<file path="src/rtl/apb_arbiter_if.sv">
// Requester-side and APB-side signals of the 4-way APB arbiter.
// master: the arbiter's view (it is the APB master toward the bus).
// slave:  the environment's view (requesters plus the APB completer).
interface apb_arbiter_if;
    logic [3:0]   req_i;
    logic [3:0]   req_write_i;
    logic [127:0] req_addr_i;
    logic [127:0] req_wdata_i;
    logic [3:0]   gnt_o;
    logic [3:0]   done_o;
    logic [31:0]  rdata_o;
    logic         err_o;
    logic         psel_o;
    logic         penable_o;
    logic         pwrite_o;
    logic [31:0]  paddr_o;
    logic [31:0]  pwdata_o;
    logic         pready_i;
    logic [31:0]  prdata_i;

    modport master (
        input  req_i, req_write_i, req_addr_i, req_wdata_i, pready_i, prdata_i,
        output gnt_o, done_o, rdata_o, err_o, psel_o, penable_o, pwrite_o,
               paddr_o, pwdata_o
    );

    modport slave (
        output req_i, req_write_i, req_addr_i, req_wdata_i, pready_i, prdata_i,
        input  gnt_o, done_o, rdata_o, err_o, psel_o, penable_o, pwrite_o,
               paddr_o, pwdata_o
    );
endinterface

</file>
<file path="src/rtl/apb_arbiter.sv">
// Four-requester round-robin arbiter driving a single APB master port.
// Optional feature: define APB_ARB_TIMEOUT_EN to abort an ACCESS phase
// after TIMEOUT_CYCLES cycles without pready_i (done_o + err_o reported).
module apb_arbiter #(
    parameter int TIMEOUT_CYCLES = 16
) (
    input  logic          clk,
    input  logic          reset,
    apb_arbiter_if.master bus
);

    typedef enum logic [1:0] {IDLE, SETUP, ACCESS} state_t;

    if (TIMEOUT_CYCLES < 1) begin : g_bad_timeout
        $error("TIMEOUT_CYCLES must be at least 1");
    end

    state_t      state_q, state_d;
    logic [1:0]  ptr_q, ptr_d;       // index of the last granted requester
    logic [3:0]  gnt_q, gnt_d;
    logic [3:0]  done_q, done_d;
    logic [31:0] rdata_q, rdata_d;
    logic [31:0] addr_q, addr_d;
    logic [31:0] wdata_q, wdata_d;
    logic        write_q, write_d;
    logic        psel_q, psel_d;
    logic        penable_q, penable_d;

`ifdef APB_ARB_TIMEOUT_EN
    localparam int TW = $clog2(TIMEOUT_CYCLES + 1);
    logic [TW-1:0] tcnt_q, tcnt_d;
    logic          err_q, err_d;
`endif

    logic [1:0] win_idx;
    logic       win_vld;

    // Round-robin pick: scan from ptr_q+1 upward, ptr_q itself checked last.
    always_comb begin
        win_vld = 1'b0;
        win_idx = ptr_q;
        for (int i = 1; i <= 4; i++) begin
            logic [1:0] cand;
            cand = ptr_q + i[1:0];
            if (!win_vld && bus.req_i[cand]) begin
                win_vld = 1'b1;
                win_idx = cand;
            end
        end
    end

    // Next-state and next-output computation for the transfer FSM.
    always_comb begin
        state_d   = state_q;
        ptr_d     = ptr_q;
        gnt_d     = gnt_q;
        done_d    = 4'b0;
        rdata_d   = rdata_q;
        addr_d    = addr_q;
        wdata_d   = wdata_q;
        write_d   = write_q;
        psel_d    = psel_q;
        penable_d = penable_q;
`ifdef APB_ARB_TIMEOUT_EN
        tcnt_d    = tcnt_q;
        err_d     = 1'b0;
`endif
        case (state_q)
            IDLE: begin
                if (win_vld) begin
                    // Pointer moves at grant time so a held request yields.
                    state_d = SETUP;
                    psel_d  = 1'b1;
                    ptr_d   = win_idx;
                    gnt_d   = 4'b0001 << win_idx;
                    addr_d  = bus.req_addr_i[win_idx*32 +: 32];
                    wdata_d = bus.req_wdata_i[win_idx*32 +: 32];
                    write_d = bus.req_write_i[win_idx];
                end
            end
            SETUP: begin
                state_d   = ACCESS;
                penable_d = 1'b1;
`ifdef APB_ARB_TIMEOUT_EN
                tcnt_d    = '0;
`endif
            end
            ACCESS: begin
                if (bus.pready_i) begin
                    state_d   = IDLE;
                    psel_d    = 1'b0;
                    penable_d = 1'b0;
                    gnt_d     = 4'b0;
                    done_d    = gnt_q;
                    if (!write_q) rdata_d = bus.prdata_i;
                end
`ifdef APB_ARB_TIMEOUT_EN
                else if (tcnt_q == TW'(TIMEOUT_CYCLES - 1)) begin
                    // Abort: report completion with error, keep rdata.
                    state_d   = IDLE;
                    psel_d    = 1'b0;
                    penable_d = 1'b0;
                    gnt_d     = 4'b0;
                    done_d    = gnt_q;
                    err_d     = 1'b1;
                end else begin
                    tcnt_d = tcnt_q + 1'b1;
                end
`endif
            end
            default: begin
                state_d   = IDLE;
                psel_d    = 1'b0;
                penable_d = 1'b0;
                gnt_d     = 4'b0;
            end
        endcase
    end

    // State and registered outputs; reset aborts any transfer silently.
    always_ff @(posedge clk or posedge reset) begin
        if (reset) begin
            state_q   <= IDLE;
            ptr_q     <= 2'd3;
            gnt_q     <= 4'b0;
            done_q    <= 4'b0;
            rdata_q   <= 32'b0;
            addr_q    <= 32'b0;
            wdata_q   <= 32'b0;
            write_q   <= 1'b0;
            psel_q    <= 1'b0;
            penable_q <= 1'b0;
`ifdef APB_ARB_TIMEOUT_EN
            tcnt_q    <= '0;
            err_q     <= 1'b0;
`endif
        end else begin
            state_q   <= state_d;
            ptr_q     <= ptr_d;
            gnt_q     <= gnt_d;
            done_q    <= done_d;
            rdata_q   <= rdata_d;
            addr_q    <= addr_d;
            wdata_q   <= wdata_d;
            write_q   <= write_d;
            psel_q    <= psel_d;
            penable_q <= penable_d;
`ifdef APB_ARB_TIMEOUT_EN
            tcnt_q    <= tcnt_d;
            err_q     <= err_d;
`endif
        end
    end

    assign bus.gnt_o     = gnt_q;
    assign bus.done_o    = done_q;
    assign bus.rdata_o   = rdata_q;
    assign bus.psel_o    = psel_q;
    assign bus.penable_o = penable_q;
    assign bus.pwrite_o  = write_q;
    assign bus.paddr_o   = addr_q;
    assign bus.pwdata_o  = wdata_q;
`ifdef APB_ARB_TIMEOUT_EN
    assign bus.err_o     = err_q;
`else
    assign bus.err_o     = 1'b0;
`endif

endmodule

</file>
<file path="src/flat_wrapper.sv">
// flat-port wrapper written by rule: the top's interface ports become plain ports
module apb_arbiter_flat 
#(
    parameter int TIMEOUT_CYCLES = 16
)
  (clk, reset, bus_req_i, bus_req_write_i, bus_req_addr_i, bus_req_wdata_i, bus_pready_i, bus_prdata_i, bus_gnt_o, bus_done_o, bus_rdata_o, bus_err_o, bus_psel_o, bus_penable_o, bus_pwrite_o, bus_paddr_o, bus_pwdata_o);
  apb_arbiter_if bus_i ();
  input  logic clk;
  input  logic reset;
  input wire logic [$bits(bus_i.req_i)-1:0] bus_req_i;
  input wire logic [$bits(bus_i.req_write_i)-1:0] bus_req_write_i;
  input wire logic [$bits(bus_i.req_addr_i)-1:0] bus_req_addr_i;
  input wire logic [$bits(bus_i.req_wdata_i)-1:0] bus_req_wdata_i;
  input wire logic [$bits(bus_i.pready_i)-1:0] bus_pready_i;
  input wire logic [$bits(bus_i.prdata_i)-1:0] bus_prdata_i;
  output wire logic [$bits(bus_i.gnt_o)-1:0] bus_gnt_o;
  output wire logic [$bits(bus_i.done_o)-1:0] bus_done_o;
  output wire logic [$bits(bus_i.rdata_o)-1:0] bus_rdata_o;
  output wire logic [$bits(bus_i.err_o)-1:0] bus_err_o;
  output wire logic [$bits(bus_i.psel_o)-1:0] bus_psel_o;
  output wire logic [$bits(bus_i.penable_o)-1:0] bus_penable_o;
  output wire logic [$bits(bus_i.pwrite_o)-1:0] bus_pwrite_o;
  output wire logic [$bits(bus_i.paddr_o)-1:0] bus_paddr_o;
  output wire logic [$bits(bus_i.pwdata_o)-1:0] bus_pwdata_o;
  assign bus_i.req_i = bus_req_i;
  assign bus_i.req_write_i = bus_req_write_i;
  assign bus_i.req_addr_i = bus_req_addr_i;
  assign bus_i.req_wdata_i = bus_req_wdata_i;
  assign bus_i.pready_i = bus_pready_i;
  assign bus_i.prdata_i = bus_prdata_i;
  assign bus_gnt_o = bus_i.gnt_o;
  assign bus_done_o = bus_i.done_o;
  assign bus_rdata_o = bus_i.rdata_o;
  assign bus_err_o = bus_i.err_o;
  assign bus_psel_o = bus_i.psel_o;
  assign bus_penable_o = bus_i.penable_o;
  assign bus_pwrite_o = bus_i.pwrite_o;
  assign bus_paddr_o = bus_i.paddr_o;
  assign bus_pwdata_o = bus_i.pwdata_o;
  apb_arbiter #(.TIMEOUT_CYCLES(TIMEOUT_CYCLES)) u_core (.clk(clk), .reset(reset), .bus(bus_i));
endmodule
</file>
<file path="config.mk">
export PLATFORM = sky130hd
export DESIGN_NAME = apb_arbiter_flat
export DESIGN_NICKNAME = d
export VERILOG_FILES = /design/src/rtl/apb_arbiter_if.sv /design/src/rtl/apb_arbiter.sv /design/src/flat_wrapper.sv
export SDC_FILE = /design/constraint.sdc
export NUM_CORES = 1
export LEC_CHECK = 0
export ABC_AREA = 1
export ABC_CLOCK_PERIOD_IN_PS = 8500
export BUFFER_PORTS_ARGS = -buffer_cell sky130_fd_sc_hd__buf_4
export CORE_AREA = 2 2 158 160
export CTS_CLUSTER_SIZE = 20
export DETAILED_ROUTE_END_ITERATION = 6
export DIE_AREA = 0 0 160 162
export PLACE_DENSITY = 0.57
export SYNTH_ARGS = -nofsm -noshare
export SYNTH_HDL_FRONTEND = slang
export SYNTH_SLANG_ARGS = --single-unit
</file>
<file path="constraint.sdc">
create_clock -name clk -period 8.5 [get_ports clk]
set_input_delay 0.85 -clock clk [delete_from_list [all_inputs] [get_ports clk]]
set_output_delay 0.85 -clock clk [all_outputs]
set_load 0.01 [all_outputs]
</file>
# [Word-level counts from Yosys, hierarchy flattened]
# Cells that the tools add are included.
[classes] n_addsub=3 order_cmp=5 n_eq_ne=4 n_shift=3 n_mux=30 bitwise_logic=3 reduce_logical=12
[op_table] op="indexed part select 128 x 8 -> 32 bit" n=2
[op_table] op="two-way mux 4 bit" n=4
[op_table] op="less-than comparator 2 x 3 -> 1 bit (second input constant)" n=5
[op_table] op="two-way mux 2 bit" n=6
[op_table] op="one-hot mux 4 bit (3 select lines)" n=1
[op_table] op="two-way mux 1 bit" n=11
[op_table] op="binary-select mux 1 bit (select 2 bit)" n=5
[op_table] op="one-hot mux 1 bit (3 select lines)" n=2
[op_table] op="one-hot mux 2 bit (3 select lines)" n=1
[op_table] op="AND reduction 2 bit" n=3
[op_table] op="AND reduction 3 bit" n=2
[op_table] op="adder 2 bit (second input constant)" n=2
[op_table] op="left shift 1 x 2 -> 4 bit (first input constant)" n=1
[op_table] op="logical AND 1 bit" n=3
[op_table] op="logical NOT 1 bit" n=3
[op_table] op="NOT 1 bit" n=3
[op_table] op="adder 2 x 1 -> 2 bit (second input constant)" n=1
[op_table] op="equality test 2 x 1 -> 1 bit (second input constant)" n=1
[op_table] op="equality test 2 bit (second input constant)" n=1
[op_table] op="logical NOT 2 bit" n=1
[op_table] op="!= test 2 x 1 -> 1 bit (second input constant)" n=1
[op_table] op="!= test 2 bit (second input constant)" n=1
[word_totals] ff_bits=111 input_bits=299 out_inout_bits=108 elab_cells=70

# [Depth between registers and ports, before layout]
[depth] ltp_word=16 ltp_mapped=16 mapped_depth_nobuf=13

# [Least setup slack after synthesis]
# No wires, ideal clock.
[synth_timing] path_type="input to register" from="input bus_req_i[2]" to="register u_core.addr_q[17] (netlist: u_core.bus.paddr_o[17])" setup_time_ns=0.118 arrival_ns=1.933 required_ns=8.382 path_slack_ns=6.449 path_stages=14 n_path_buf=2 cell_sequence="nand2_1 nand2_1 nand2_1 nand2_2 inv_2 nand2_2 nand2_2 nand2_2 buf_6 buf_4 nand2_1 nand3_1 nand3_1 nand2_1"
[synth_via] elab_chain_cells=13 elab_cells_between_ends=24 cone_classes="shift (1); mux (16); reduce/logical (7)"
[synth_lines] item="start: declaration" line="flat_wrapper.sv:10" source="input wire logic [$bits(bus_i.req_i)-1:0] bus_req_i;"
[synth_lines] item="binary-select mux 1 bit (select 2 bit)" line="apb_arbiter.sv:45" source="if (!win_vld && bus.req_i[cand]) begin"
[synth_lines] item="two-way mux 1 bit (implied by the code)" line="apb_arbiter.sv:45"
[synth_lines] item="two-way mux 1 bit" line="apb_arbiter.sv:45"
[synth_lines] item="logical NOT 1 bit" line="apb_arbiter.sv:45"
[synth_lines] item="logical AND 1 bit" line="apb_arbiter.sv:45"
[synth_lines] item="two-way mux 1 bit" line="apb_arbiter.sv:45"
[synth_lines] item="logical NOT 1 bit" line="apb_arbiter.sv:45"
[synth_lines] item="logical AND 1 bit" line="apb_arbiter.sv:45"
[synth_lines] item="two-way mux 1 bit" line="apb_arbiter.sv:45"
[synth_lines] item="logical NOT 1 bit" line="apb_arbiter.sv:45"
[synth_lines] item="logical AND 1 bit" line="apb_arbiter.sv:45"
[synth_lines] item="two-way mux 2 bit or two-way mux 1 bit (tied branches)" line="apb_arbiter.sv:45"
[synth_lines] item="indexed part select 128 x 8 -> 32 bit or AND reduction 2 bit (tied branches)"
[synth_lines] item="end signal: assignment" line="apb_arbiter.sv:143" source="addr_q <= addr_d;"
[synth_lines] item="end: declaration" line="apb_arbiter.sv:23" source="logic [31:0] addr_q, addr_d;"
# Several ways; a longest one is shown, not always the timed one. The select of a mux whose other input is x is not followed.
# A chain may end at the register's enable or synchronous reset.

# [Final worst setup path]
[layout_timing] from="register u_core.ptr_q[0]" to="register u_core.addr_q[27] (netlist: u_core.bus.paddr_o[27])"
[layout_via] elab_chain_cells=14 elab_cells_between_ends=27 cone_classes="add/sub (3); shift (1); mux (16); reduce/logical (7)"
[layout_lines] item="start: declaration" line="apb_arbiter.sv:19" source="logic [1:0] ptr_q, ptr_d;"
[layout_lines] item="start signal: assignment" line="apb_arbiter.sv:139" source="ptr_q <= ptr_d;"
[layout_lines] item="adder 2 x 1 -> 2 bit" line="apb_arbiter.sv:44" source="cand = ptr_q + i[1:0];"
[layout_lines] item="binary-select mux 1 bit (select 2 bit)" line="apb_arbiter.sv:45"
[layout_lines] item="two-way mux 1 bit (implied by the code)" line="apb_arbiter.sv:45"
[layout_lines] item="two-way mux 1 bit" line="apb_arbiter.sv:45"
[layout_lines] item="logical NOT 1 bit" line="apb_arbiter.sv:45"
[layout_lines] item="logical AND 1 bit" line="apb_arbiter.sv:45"
[layout_lines] item="two-way mux 1 bit" line="apb_arbiter.sv:45"
[layout_lines] item="logical NOT 1 bit" line="apb_arbiter.sv:45"
[layout_lines] item="logical AND 1 bit" line="apb_arbiter.sv:45"
[layout_lines] item="two-way mux 1 bit" line="apb_arbiter.sv:45"
[layout_lines] item="logical NOT 1 bit" line="apb_arbiter.sv:45"
[layout_lines] item="logical AND 1 bit" line="apb_arbiter.sv:45"
[layout_lines] item="two-way mux 2 bit or two-way mux 1 bit (tied branches)" line="apb_arbiter.sv:45"
[layout_lines] item="indexed part select 128 x 8 -> 32 bit or AND reduction 2 bit (tied branches)"
# Several ways; a longest one is shown, not always the timed one. The select of a mux whose other input is x is not followed.

==> parameters.txt <==
Parameter                              Value

Outcome
  Result of the run    completed

Placed design
  HPWL Detailed    20,500 um
  Weighted congestion reported at the end of routability-driven placement    0.858
  Pre-CTS setup slack    roughly 5.4 ns
  Port buffer count    a little over 400

Clocking
  Level count of the clock H-tree    3
  Setup bufs post-CTS    0
  Latest clock arrival within the worst-skew pair    0.36 ns
  Cells resized by post-CTS repair    0
  Number of buffers inserted for hold repair after clock tree synthesis    0
  Largest buffer count on any clock path    2
  CTS tree    built
  CTS clock-pin slew for the worst setup and hold paths    0.08 ns
  Clock buffer count from CTS    9
  Clock tree sinks    between 100 and 150
  Root cell of the clock tree    clkbuf_16

GRT
  Overflow left after global routing    0
  Global-route usage over all layers    roughly 22%
  Pin count of the biggest net entering global routing    70
  Number of global-route vias before repair    7,762
  Initial antenna violation count    0
  Wire length of the first global-routing pass    ~44,000 um

STA
  RSZ-0062 raised after global routing    no
  Setup clock skew after layout    0.0147 ns
  Period Utilization, post-route    between 30% and 40%
  Summed negative setup slack over all endpoints    0 ns
  Post-route worst setup slack    5.67 ns
  Number of setup violations in the final report    0
  Peak clock frequency supported by timing    between 300 and 400 MHz
  Worst hold margin    0.481 ns
  Slew HR    38.9%
  Max-slew violation count    0
  Post-route minimum period    2.83 ns
  Final Hold Vio Count    0
  Transition time at the pin with the least slew margin    approximately 0.9 ns

Power and ir drop
  Leakage power summed over all cells    0.00624 uW
  Maximum ir drop on the vdd rail    0.587 mV
  Power per unit of standard cell area    450 mW/mm2

Detailed routing
  Initial DRC count    488
  Remaining design rule violation count    0
  Post-DR wirelength/cell    16.3 um
  Total via count after detailed routing    8,201
  TritonRoute pass-1 iters    5
  Per-cell via count in the routed design    about 4.6
  Final wirelength    about 29,000 um
  Post-route ant nets    0

Setup path
  Kind of capture point of the worst setup path    flip-flop
  Top delay family on crit path    simple AND/OR/NAND/NOR gates
  Cell type with the highest occurrence count on the critical path    nand2_1
  WS Path Type    reg2reg
  Arrival time of data at the critical path endpoint    3.07 ns
  Crit Path Max Fanout    37
  Master of the slowest instance on the critical path    dfstp_2
  CP Cell Sequence    inv_6 > nand2_1 > nand2_1 > nand2_2 > nand2_2 > inv_2 > nand3_2 > inv_2 > nand2_1 > nand2_2 > buf_4 > nand2_1 > nand3_1 > nand2_1
  Nature of the critical path startpoint    flip-flop
  Stage delay of the slowest cell on the critical path    0.68 ns
  Crit path buf inv count    4
  Required time of the worst setup path    8.73 ns

Finish
  Most common library cell in the layout ignoring fill and taps    nand2_1
  Share of post-route cells with drive strength above 1    ~34%
  Nets    approximately 1,700
  Sequential Area    between 0.002 and 0.003 mm2
  Fill count    roughly 2,600
  Count of inserted antenna diode cells    0
  Syn-to-layout area delta    46.3%
  Final core utilization    about 44%
  Most frequent cells in the layout    nand2_1, buf_4, nand3_1, inv_1, dfrtp_1
  Multi-input combinational cell area    roughly 0.0035 mm2

Logic synthesis
  Cell variety after synth    20
  Yosys warns    0
  Mapped cell area    between 0.007 and 0.008 mm2
  Post-synth top area share    37.4%
  Primary FF master, synth    dfrtp_1
  Mean area per synthesized cell    between 6 and 7 um2
  Top area cells in the synthesized netlist    dfrtp_1, nand2_1, nand3_1
  Sequential element share of the synthesized area    38.1%
  Register bit count reported by yosys    111
  Synthesized instance count    1,095
  Nets in the synthesized netlist    1,394
  Share of flip-flops with an asynchronous set or reset    100%
  Number of flops mapped to enable cells by yosys    0
  Most area-hungry cell type in the Yosys netlist    dfrtp_1

Floorplanning
  Die Y    162 um
  Area of the core region    0.0241 mm2
  Die area    0.0259 mm2
  Top-Level Pins    407
  Width of the chip    160 um
  Rows    57
  Starting density of the core    30.3%

Worst hold path
  Hold/Removal Path Class    reg2reg

Run
  Max-cap viol count    0
## sequential cells by signal, indices dropped and copies added (netlist names)
register,flops
u_core.ptr_q,2
u_core.bus.paddr_o,32
u_core.bus.pwdata_o,32
u_core.bus.penable_o,1
u_core.bus.done_o,4
u_core.state_q,2
u_core.bus.pwrite_o,1
u_core.bus.psel_o,1
u_core.bus.gnt_o,4
u_core.bus.rdata_o,32
## kinds of logic after synthesis
family / synth area share, %
and+or+nand+nor: 42.6
buffers and inverters: 13.7
DFF: 38.1
muxes: 4.94
AOI/OAI and AO/OA: 0.617
other: 0.0514
## stage by stage
stage | instance area [um2] | power, uW | instances
2_1_floorplan | 7290 | 3380 | 1095
3_3_place_gp | 10400 | 4380 | 1761
3_5_place_dp | 10400 | 4400 | 1761
4_1_cts | 10700 | 4850 | 1777
5_1_grt | 10700 | 5260 | 1777
6_report | 10700 | 4800 | 1777
## worst paths after layout
path,startpoint,end,slack (ns),cells after the start
min in group asynchronous,reset,u_core.bus.rdata_o[0],0.55,2
setup reg to reg,u_core.ptr_q[0],u_core.bus.paddr_o[27],5.67,14
max in group asynchronous,reset,u_core.bus.pwdata_o[11],6.59,3
setup / recovery,u_core.ptr_q[0],u_core.bus.paddr_o[27],5.67,14
hold reg to reg,u_core.bus.paddr_o[11],u_core.bus.paddr_o[11],0.48,2
hold / removal,u_core.bus.paddr_o[11],u_core.bus.paddr_o[11],0.48,2
## Yosys cell counts (4+ instances only)
master and n:
inv_1 138, mux2_2 32, nand2_2 13, buf_4 21, buf_6 8, clkbuf_1 9
buf_1 7, nand3_1 266, nand2_1 434, dfrtp_1 109, nor2_1 9, inv_2 4
buf_2 30
## layout make-up
| cell class | count | share of cell area [%] |
|---|---|---|
| clock buffers | 10 | 2.15 |
| clock inverters | 6 | 0.633 |
| inverters | 143 | 5.10 |
| multi-input cells | 766 | 33.0 |
| flip-flops and latches | 111 | 26.0 |
| well taps | 324 | 3.80 |
| repair buffers | 417 | 29.3 |
## worst register-to-register path, cell delays in order (launching register included)
cell	delay, ns
dfstp_2	0.68
inv_6	0.08
nand2_1	0.06
nand2_1	0.09
nand2_2	0.09
nand2_2	0.07
inv_2	0.11
nand3_2	0.10
inv_2	0.07
nand2_1	0.05
nand2_2	0.51
buf_4	0.53
nand2_1	0.12
nand3_1	0.09
nand2_1	0.06
## where the power goes
group | switching, uW | leakage (uW) | internal [uW] | total, uW
Combinational | 2200 | 0.00474 | 1200 | 3400
Clock | 224 | 0.000143 | 208 | 432
Sequential | 158 | 0.00135 | 810 | 968
Total | 2580 | 0.00624 | 2220 | 4800
## metal layers
layer | wire, um | global-route usage [%] | vias to the layer above
li1 | - | - | 4109
met1 | 12200 | 28.3 | 3727
met2 | 14300 | 37.2 | 329
met3 | 1840 | 3.75 | 36
met4 | 656 | 6.31 | 0
met5 | 0 | 0 | -
Power figures use the tool's default switching activity.
